File: src/rtl/hazard_ctrl_if.sv
// Hazard controller bus: datapath register numbers and control bits in,
// pipeline enables/flushes/forward selects out.
// Optional feature macro: HAZARD_PERFCNT_EN adds the stall/flush counters.
interface hazard_ctrl_if #(parameter int CNT_W = 32);
  logic [4:0]       id_rn, id_rm;
  logic             id_use_rn, id_use_rm;
  logic [4:0]       ex_rn, ex_rm, ex_rd;
  logic             ex_memread;
  logic [4:0]       mem_rd;
  logic             mem_regwrite;
  logic [4:0]       wb_rd;
  logic             wb_regwrite;
  logic             branch_taken;
  logic             halt_req;
  logic             pc_en, ifid_en, id_bubble;
  logic             ifid_flush, idex_flush, exmem_flush;
  logic [1:0]       fwd_a, fwd_b;
  logic             halted;
`ifdef HAZARD_PERFCNT_EN
  logic [CNT_W-1:0] stall_cnt, flush_cnt;
`endif

  // Side that drives the datapath fields and observes the controls.
  modport master (
    output id_rn, id_rm, id_use_rn, id_use_rm, ex_rn, ex_rm, ex_rd, ex_memread,
           mem_rd, mem_regwrite, wb_rd, wb_regwrite, branch_taken, halt_req,
    input  pc_en, ifid_en, id_bubble, ifid_flush, idex_flush, exmem_flush,
           fwd_a, fwd_b, halted
`ifdef HAZARD_PERFCNT_EN
    , input stall_cnt, flush_cnt
`endif
  );

  // The hazard controller itself.
  modport slave (
    input  id_rn, id_rm, id_use_rn, id_use_rm, ex_rn, ex_rm, ex_rd, ex_memread,
           mem_rd, mem_regwrite, wb_rd, wb_regwrite, branch_taken, halt_req,
    output pc_en, ifid_en, id_bubble, ifid_flush, idex_flush, exmem_flush,
           fwd_a, fwd_b, halted
`ifdef HAZARD_PERFCNT_EN
    , output stall_cnt, flush_cnt
`endif
  );
endinterface

File: src/rtl/hazard_ctrl.sv
// Five-stage pipeline hazard controller: load-use stall, branch flush,
// EX-stage forwarding and a halt/drain sequencer.
// Optional feature macro: HAZARD_PERFCNT_EN builds saturating stall/flush
// counters (width taken from the interface CNT_W).
module hazard_ctrl #(
  parameter int DRAIN_CYCLES = 4
) (
  input  logic          clk,
  input  logic          rst,     // asynchronous, active-low
  hazard_ctrl_if.slave  bus
);
  typedef enum logic [1:0] {RUN, DRAIN, HALTED} state_t;

  localparam logic [4:0] XZR        = 5'd31;
  localparam logic [3:0] DRAIN_LOAD = 4'(DRAIN_CYCLES);

  state_t     state_reg;
  logic [3:0] drain_cnt_reg;
  logic       halted_reg;
  // Cleared by reset, set at the first edge after release: holds every
  // output at its reset value until that edge.
  logic       active_reg;

  logic       lu;
  logic       pc_en, ifid_en, id_bubble;
  logic       ifid_flush, idex_flush, exmem_flush;
  logic       lu_stall, br_flush;
  logic [1:0] fwd_a, fwd_b;

  // EX_MEM beats MEM_WB; XZR never forwards.
  function automatic logic [1:0] fwd_sel(input logic [4:0] src,
                                         input logic mem_we, input logic [4:0] mem_rd,
                                         input logic wb_we, input logic [4:0] wb_rd);
    if (mem_we && mem_rd != XZR && mem_rd == src)
      return 2'b10;
    else if (wb_we && wb_rd != XZR && wb_rd == src)
      return 2'b01;
    else
      return 2'b00;
  endfunction

  assign lu = bus.ex_memread && bus.ex_rd != XZR &&
              ((bus.id_use_rn && bus.ex_rd == bus.id_rn) ||
               (bus.id_use_rm && bus.ex_rd == bus.id_rm));

  // Combinational pipeline controls from the current state and inputs.
  always_comb begin
    pc_en       = 1'b0;
    ifid_en     = 1'b0;
    id_bubble   = 1'b1;
    ifid_flush  = 1'b0;
    idex_flush  = 1'b0;
    exmem_flush = 1'b0;
    fwd_a       = 2'b00;
    fwd_b       = 2'b00;
    lu_stall    = 1'b0;
    br_flush    = 1'b0;
    if (active_reg) begin
      fwd_a = fwd_sel(bus.ex_rn, bus.mem_regwrite, bus.mem_rd, bus.wb_regwrite, bus.wb_rd);
      fwd_b = fwd_sel(bus.ex_rm, bus.mem_regwrite, bus.mem_rd, bus.wb_regwrite, bus.wb_rd);
      case (state_reg)
        RUN: begin
          pc_en     = 1'b1;
          ifid_en   = 1'b1;
          id_bubble = 1'b0;
          if (bus.branch_taken) begin
            // Flush dominates both the stall and the halt request.
            ifid_flush  = 1'b1;
            idex_flush  = 1'b1;
            exmem_flush = 1'b1;
            br_flush    = 1'b1;
          end else begin
            if (lu) begin
              pc_en     = 1'b0;
              ifid_en   = 1'b0;
              id_bubble = 1'b1;
              lu_stall  = 1'b1;
            end
            if (bus.halt_req) begin
              pc_en      = 1'b0;
              ifid_flush = 1'b1;
            end
          end
        end
        DRAIN: begin
          if (bus.branch_taken) begin
            // Let the branch target into the PC so fetch resumes there.
            pc_en       = 1'b1;
            ifid_flush  = 1'b1;
            idex_flush  = 1'b1;
            exmem_flush = 1'b1;
            br_flush    = 1'b1;
          end
        end
        default: ;
      endcase
    end
  end

  // Halt/drain sequencer with registered halted flag.
  always_ff @(posedge clk or negedge rst) begin
    if (!rst) begin
      state_reg     <= RUN;
      drain_cnt_reg <= 4'd0;
      halted_reg    <= 1'b0;
      active_reg    <= 1'b0;
    end else begin
      active_reg <= 1'b1;
      if (active_reg) begin
        case (state_reg)
          RUN: begin
            if (bus.halt_req) begin
              state_reg     <= DRAIN;
              drain_cnt_reg <= DRAIN_LOAD;
            end
          end
          DRAIN: begin
            if (!bus.halt_req) begin
              state_reg <= RUN;
            end else if (bus.branch_taken) begin
              drain_cnt_reg <= DRAIN_LOAD;
            end else if (drain_cnt_reg <= 4'd1) begin
              state_reg  <= HALTED;
              halted_reg <= 1'b1;
            end else begin
              drain_cnt_reg <= drain_cnt_reg - 4'd1;
            end
          end
          HALTED: begin
            if (!bus.halt_req) begin
              state_reg  <= RUN;
              halted_reg <= 1'b0;
            end
          end
          default: begin
            state_reg  <= RUN;
            halted_reg <= 1'b0;
          end
        endcase
      end
    end
  end

`ifdef HAZARD_PERFCNT_EN
  logic [$bits(bus.stall_cnt)-1:0] stall_cnt_reg;
  logic [$bits(bus.flush_cnt)-1:0] flush_cnt_reg;

  // Saturating event counters.
  always_ff @(posedge clk or negedge rst) begin
    if (!rst) begin
      stall_cnt_reg <= '0;
      flush_cnt_reg <= '0;
    end else begin
      if (lu_stall && stall_cnt_reg != '1)
        stall_cnt_reg <= stall_cnt_reg + 1'b1;
      if (br_flush && flush_cnt_reg != '1)
        flush_cnt_reg <= flush_cnt_reg + 1'b1;
    end
  end

  assign bus.stall_cnt = stall_cnt_reg;
  assign bus.flush_cnt = flush_cnt_reg;
`endif

  assign bus.pc_en       = pc_en;
  assign bus.ifid_en     = ifid_en;
  assign bus.id_bubble   = id_bubble;
  assign bus.ifid_flush  = ifid_flush;
  assign bus.idex_flush  = idex_flush;
  assign bus.exmem_flush = exmem_flush;
  assign bus.fwd_a       = fwd_a;
  assign bus.fwd_b       = fwd_b;
  assign bus.halted      = halted_reg;
endmodule

File: src/flat_wrapper.sv
// flat-port wrapper written by rule: the top's interface ports become plain ports
module hazard_ctrl_flat 
#(
  parameter int DRAIN_CYCLES = 4
)
  (clk, rst, bus_id_rn, bus_id_rm, bus_id_use_rn, bus_id_use_rm, bus_ex_rn, bus_ex_rm, bus_ex_rd, bus_ex_memread, bus_mem_rd, bus_mem_regwrite, bus_wb_rd, bus_wb_regwrite, bus_branch_taken, bus_halt_req, bus_pc_en, bus_ifid_en, bus_id_bubble, bus_ifid_flush, bus_idex_flush, bus_exmem_flush, bus_fwd_a, bus_fwd_b, bus_halted);
  hazard_ctrl_if #(.CNT_W(32)) bus_i ();
  input  logic clk;
  input  logic rst;
  input wire logic [$bits(bus_i.id_rn)-1:0] bus_id_rn;
  input wire logic [$bits(bus_i.id_rm)-1:0] bus_id_rm;
  input wire logic [$bits(bus_i.id_use_rn)-1:0] bus_id_use_rn;
  input wire logic [$bits(bus_i.id_use_rm)-1:0] bus_id_use_rm;
  input wire logic [$bits(bus_i.ex_rn)-1:0] bus_ex_rn;
  input wire logic [$bits(bus_i.ex_rm)-1:0] bus_ex_rm;
  input wire logic [$bits(bus_i.ex_rd)-1:0] bus_ex_rd;
  input wire logic [$bits(bus_i.ex_memread)-1:0] bus_ex_memread;
  input wire logic [$bits(bus_i.mem_rd)-1:0] bus_mem_rd;
  input wire logic [$bits(bus_i.mem_regwrite)-1:0] bus_mem_regwrite;
  input wire logic [$bits(bus_i.wb_rd)-1:0] bus_wb_rd;
  input wire logic [$bits(bus_i.wb_regwrite)-1:0] bus_wb_regwrite;
  input wire logic [$bits(bus_i.branch_taken)-1:0] bus_branch_taken;
  input wire logic [$bits(bus_i.halt_req)-1:0] bus_halt_req;
  output wire logic [$bits(bus_i.pc_en)-1:0] bus_pc_en;
  output wire logic [$bits(bus_i.ifid_en)-1:0] bus_ifid_en;
  output wire logic [$bits(bus_i.id_bubble)-1:0] bus_id_bubble;
  output wire logic [$bits(bus_i.ifid_flush)-1:0] bus_ifid_flush;
  output wire logic [$bits(bus_i.idex_flush)-1:0] bus_idex_flush;
  output wire logic [$bits(bus_i.exmem_flush)-1:0] bus_exmem_flush;
  output wire logic [$bits(bus_i.fwd_a)-1:0] bus_fwd_a;
  output wire logic [$bits(bus_i.fwd_b)-1:0] bus_fwd_b;
  output wire logic [$bits(bus_i.halted)-1:0] bus_halted;
  assign bus_i.id_rn = bus_id_rn;
  assign bus_i.id_rm = bus_id_rm;
  assign bus_i.id_use_rn = bus_id_use_rn;
  assign bus_i.id_use_rm = bus_id_use_rm;
  assign bus_i.ex_rn = bus_ex_rn;
  assign bus_i.ex_rm = bus_ex_rm;
  assign bus_i.ex_rd = bus_ex_rd;
  assign bus_i.ex_memread = bus_ex_memread;
  assign bus_i.mem_rd = bus_mem_rd;
  assign bus_i.mem_regwrite = bus_mem_regwrite;
  assign bus_i.wb_rd = bus_wb_rd;
  assign bus_i.wb_regwrite = bus_wb_regwrite;
  assign bus_i.branch_taken = bus_branch_taken;
  assign bus_i.halt_req = bus_halt_req;
  assign bus_pc_en = bus_i.pc_en;
  assign bus_ifid_en = bus_i.ifid_en;
  assign bus_id_bubble = bus_i.id_bubble;
  assign bus_ifid_flush = bus_i.ifid_flush;
  assign bus_idex_flush = bus_i.idex_flush;
  assign bus_exmem_flush = bus_i.exmem_flush;
  assign bus_fwd_a = bus_i.fwd_a;
  assign bus_fwd_b = bus_i.fwd_b;
  assign bus_halted = bus_i.halted;
  hazard_ctrl #(.DRAIN_CYCLES(DRAIN_CYCLES)) u_core (.clk(clk), .rst(rst), .bus(bus_i));
endmodule
File: config.mk
export PLATFORM = sky130hd
export DESIGN_NAME = hazard_ctrl_flat
export DESIGN_NICKNAME = d
export VERILOG_FILES = /design/src/rtl/hazard_ctrl_if.sv /design/src/rtl/hazard_ctrl.sv /design/src/flat_wrapper.sv
export SDC_FILE = /design/constraint.sdc
export NUM_CORES = 1
export LEC_CHECK = 0
export ABC_AREA = 0
export BUFFER_PORTS_ARGS = -buffer_cell sky130_fd_sc_hd__buf_2
export CAP_MARGIN = 0
export CORE_UTILIZATION = 38
export DETAILED_ROUTE_END_ITERATION = 12
export PLACE_DENSITY = 0.79
export RECOVER_POWER = 100
export SLEW_MARGIN = 20
export SYNTH_ARGS = -nofsm -noshare
export SYNTH_HDL_FRONTEND = slang
export SYNTH_SLANG_ARGS = --single-unit
File: constraint.sdc
create_clock -name clk -period 1.5 [get_ports clk]
set_input_delay 0.15 -clock clk [delete_from_list [all_inputs] [get_ports clk]]
set_output_delay 0.15 -clock clk [all_outputs]
set_load 0.01 [all_outputs]
* Yosys cells after proc, flatten, opt, wreduce, memory -nomap -nowiden
Cells that the tools add are included.
** Word-level totals
- Bits in registers :: 8
- Bits of input ports :: 44
- Output and inout bits :: 11
** Cells by class
- Add/subtract/negate cells :: 1
- Order comparisons :: 1
- Equality and inequality tests :: 19
- Mux-type cells :: 41
- Bitwise logic cells :: 1
- Reductions and logical operators :: 17
** Operators with widths (count)
- $eq 5x5->1 :: 6
- $mux 1 :: 23
- $mux 2 :: 9
- $mux 4 :: 4
- $ne 5x5->1 const B :: 3
- $logic_and 1x1->1 :: 10
- $reduce_and 5->1 :: 2
- $ne 2x2->1 const B :: 4
- $pmux 4 s2 :: 1
- $ne 3x3->1 const B :: 2
- $pmux 2 s3 :: 1
- $reduce_and 6->1 :: 1
- $le 4x1->1 const B :: 1
- $pmux 1 s2 :: 2
- $sub 4x1->4 const B :: 1
- $ne 3x2->1 const B :: 1
- $pmux 1 s3 :: 1
- $eq 2x1->1 const B :: 1
- $eq 2x2->1 const B :: 1
- $logic_not 2->1 :: 1
- $ne 2x1->1 const B :: 1
- $reduce_bool 2->1 :: 1
- $reduce_or 2->1 :: 1
- $logic_or 1x1->1 :: 1
- $not 1->1 :: 1

* Longest topological paths before layout
- Depth after elaboration :: 9
- Depth in mapped cells :: 6

* Worst setup path after synthesis
Ideal clock, no wire load.
- Kind :: register to output
- From :: register u_core.active_reg
- To :: output port bus_fwd_a[0]
- Data arrival time :: 1386 ps
- Required time :: 1350 ps
- Slack :: -36 ps
- Cell stages (with the launch flop) :: 5
- Cells stage by stage :: dfrtp_1 > buf_4 > o211ai_1 > or4_1 > nor4_1
** On the way
- Word-level cells in the longest chain between the ends :: 1
** Ends and longest elaborated chain
- start: declaration :: RTL line hazard_ctrl.sv:22 : logic active_reg;
- start signal: assignment :: RTL line hazard_ctrl.sv:106 : active_reg <= 1'b0;
- start signal: assignment :: RTL line hazard_ctrl.sv:108 : active_reg <= 1'b1;
- $mux 2 :: RTL line hazard_ctrl.sv:58 : if (active_reg) begin
- end: declaration :: RTL line flat_wrapper.sv:30 : output wire logic [$bits(bus_i.fwd_a)-1:0] bus_fwd_a;
Every way passes these cells.

* Worst setup path after layout
Ends and elaborated chain as after synthesis.

==> results.txt <==
DRT iter0 DRCs: 2
Routed length per instance: 12.4 um
Yosys warning total: 0
Die area: 2560 um2
Cts bufs inserted: 3
Final WS setup: -0.203 ns
PwrDens: 770 nW/um2
Antenna diodes: 0
Clk_lat worst skew: 0.25 ns
Total grt overflow: 0
Drt drc: 0
Tmin final: 1.70 ns
Starting Density: 40.6%
CP Max Fanout: 2
Initial antenna violation count: 0
Dpl cells: 194
Via Count: 1020
Outcome: complete, but fails checks
Syn Inst Count: 110
Failing checks: setup timing
Synth area leader: dfrtp_1
Ports: 55
Cell Area, Synth: 898 um2
Drt pass-1 iters: 4
Share of cells above drive strength 1: 43.0%
Vias per cell: 5.10
Largest net degree at the start of global routing: 10
Avg Cell Area, Syn: 8.17 um2
H-tree levels: 1
Clock root cell: clkbuf_4
Sequential area share after synthesis: 22.3%
Clock-pin slew on the worst setup and hold paths: 0.05 ns
Yosys reg bits: 8
VDD IR max: 0.718 mV
CTS tree: yes
Leak Pwr: 0.620 nW
Syn nets: 156
Buffers added on ports: 54
Placeable Area: 2210 um2
Min-Delay Path Class: in2reg
Final max-slew violation count: 0
Maxcap violations: 0
Clock Skews: 0.00392 ns
Kind of critical path: reg2out
# setup viols final: 2
GRT Total Usage: 20.0%
# rows: 17
Detailed Place HPWL: 1990 um
First-pass GRT wire length: 3910 um
RSZ-0062 raised after global routing: true
Area contributors post-synth: dfrtp_1 (22%), xnor2_1 (16%), xor2_1 (14%)
Share of the synthesized area in the top cell type: 22.3%
Vias in the first global route: 1014
Final hold violations: 0
WHS Endpoint: u_core.state_reg[1]
ANT nets after route: 0
Fill cells: 194
Max reg flops: 4
Die Height: 50.6 um
FF+latch area: 200 um2
Top cell family by delay on the critical path: simple AND/OR/NAND/NOR gates
R2r setup slk: 0.07 ns
Tcrit/Tclk final: 114%
Worst stage delay on the critical path: 0.53 ns
Min-delay src: bus_halt_req
Critical Path End Type: output port
Hold path depth: 3
Final WL: 2480 um
Clk sinks: 8
Buffers & Inverters on Critical Path: 1
Crit path launch type: register
Area added between synthesis and finish: 49.7%
Arrival time worst endpoint: 1.55 ns
Fmax: 587 MHz
Net count, final: 220
Reg-to-reg endpoint: u_core.drain_cnt_reg[0]
Multi-input gate area: 731 um2
Clock buffer depth: 2
CP required: 1.35 ns
Cell chain of the critical path: o211ai_1, or4_4, nor4_2, buf_2
Reg2reg path depth: 3
CP max stage cell: or4_4
Post-Place Worst Slack: -0.0232 ns
Post-synth cell types: 33
FF-to-FF Start: u_core.state_reg[1]
Die Wd: 50.6 um
Layout Cells excl Fill: 200
GP Congestion: 0.797
-- per-layer routing --
layer | vias up | part of all wire (%) | global-route usage (%)
met5 | - | 0 | 0
met4 | 0 | 0.69 | 4.63
met3 | 2 | 6.8 | 5.76
met2 | 48 | 54 | 40.2
met1 | 457 | 38 | 19.5
li1 | 513 | - | -
-- kinds of logic (layout without fill, tap and decap cells) --
family                     count (synthesis)  count (layout)  share of synthesized area, %
and+or+nand+nor                           40              40                          23.8
xor gates and xnor gates                  30              30                          29.2
buffers and inverters                      8              70                          4.18
AOI/OAI and AO/OA                         21              21                          17.3
DFF                                        8               8                          22.3
other                                      1               1                         0.417
adders and majority gates                  2               2                          2.79
-- power by group --
group | internal, mW | total, mW | switching (mW)
registers | 0.261 | 0.304 | 0.0434
logic | 0.279 | 0.575 | 0.296
clock network | 0.0910 | 0.156 | 0.0653
-- layout make-up --
| cell class | count | share of cell area, % |
|---|---|---|
| Multi-Input combinational cell | 94 | 54.3 |
| Inverter | 6 | 1.86 |
| Tap cell | 28 | 2.60 |
| Timing Repair Buffer | 61 | 24.7 |
| Clock buffer | 3 | 1.67 |
| Sequential cell | 8 | 14.9 |
-- cell usage after synthesis --
cell / n
or2_4: 1
o31ai_1: 2
nand3b_1: 1
and3b_1: 1
or3b_4: 1
nand2_1: 10
nor2_1: 6
a21oi_1: 2
xnor2_1: 16
o2111a_1: 1
o21ai_0: 5
nand2b_1: 1
a211oi_1: 1
nor3_1: 3
nor4_1: 4
o41ai_2: 1
a22o_1: 3
xor2_1: 14
a211o_2: 1
ha_1: 2
o22ai_1: 2
a31oi_1: 1
inv_1: 6
buf_4: 2
and3_1: 1
dfrtp_1: 8
or4_1: 2
o211ai_1: 1
and2_1: 2
nand4_1: 2
a22oi_1: 1
conb_1: 1
nand3_1: 5
-- worst max-delay path by stage --
| stage | from | end | cells past startpoint |
|---|---|---|---|
| 2_1_floorplan | u_core.active_reg | bus_fwd_a[0] | 4 |
| 3_3_place_gp | u_core.drain_cnt_reg[0] | u_core.drain_cnt_reg[3] | 6 |
| 3_5_place_dp | u_core.drain_cnt_reg[0] | u_core.drain_cnt_reg[3] | 6 |
| 4_1_cts | u_core.active_reg | bus_fwd_a[0] | 4 |
| 5_1_grt | u_core.active_reg | bus_fwd_a[0] | 4 |
| 6_report | u_core.active_reg | bus_fwd_a[0] | 4 |
-- what timing repair did --
item                                   4_1_cts  5_1_grt
pin swaps                                    4        4
resized for setup                            8       10
endpoints found under the hold margin        8        0
setup endpoints to repair                    7       12
setup buffers                                0        2
hold buffers                                 1        0
-- cells in the final DEF (no fill, tap or decap), types with 2 or more instances in the layout --
| master | n |
|---|---|
| buf_4 | 5 |
| a22o_1 | 3 |
| nand4_1 | 2 |
| dfrtp_1 | 8 |
| a21oi_1 | 2 |
| nor4_2 | 3 |
| buf_6 | 2 |
| inv_1 | 5 |
| o22ai_1 | 2 |
| nand3_1 | 5 |
| buf_2 | 49 |
| nor3_1 | 2 |
| xnor2_1 | 16 |
| nand2_1 | 10 |
| or4_4 | 2 |
| o21ai_0 | 4 |
| clkbuf_1 | 3 |
| nor2_1 | 5 |
| xor2_1 | 14 |
| clkbuf_4 | 3 |
-- worst reg2reg max path, delay by kind of cell (launching register included) --
| family | cells | cell delay, ns |
|---|---|---|
| AND/OR/NAND/NOR | 2 | 0.72 |
| flip-flops | 1 | 0.38 |
| AO/OA/AOI/OAI | 1 | 0.23 |
-- per-stage QoR --
step	utilization (%)	TNS, ns	hold slack, ns	total power, mW	instance area [um2]
final	60.8	-0.326	0.200	1.04	1350
after global routing	60.8	-0.627	0.202	1.12	1350
after CTS	59.1	-0.382	0.193	1.00	1310
after detailed placement	55.7	-0.0448	-0.00136	0.788	1230
after global placement	55.7	0	-0.00301	0.767	1230
after floorplan	-	0	-0.146	0.583	911
(Power assumes the default switching activity.)
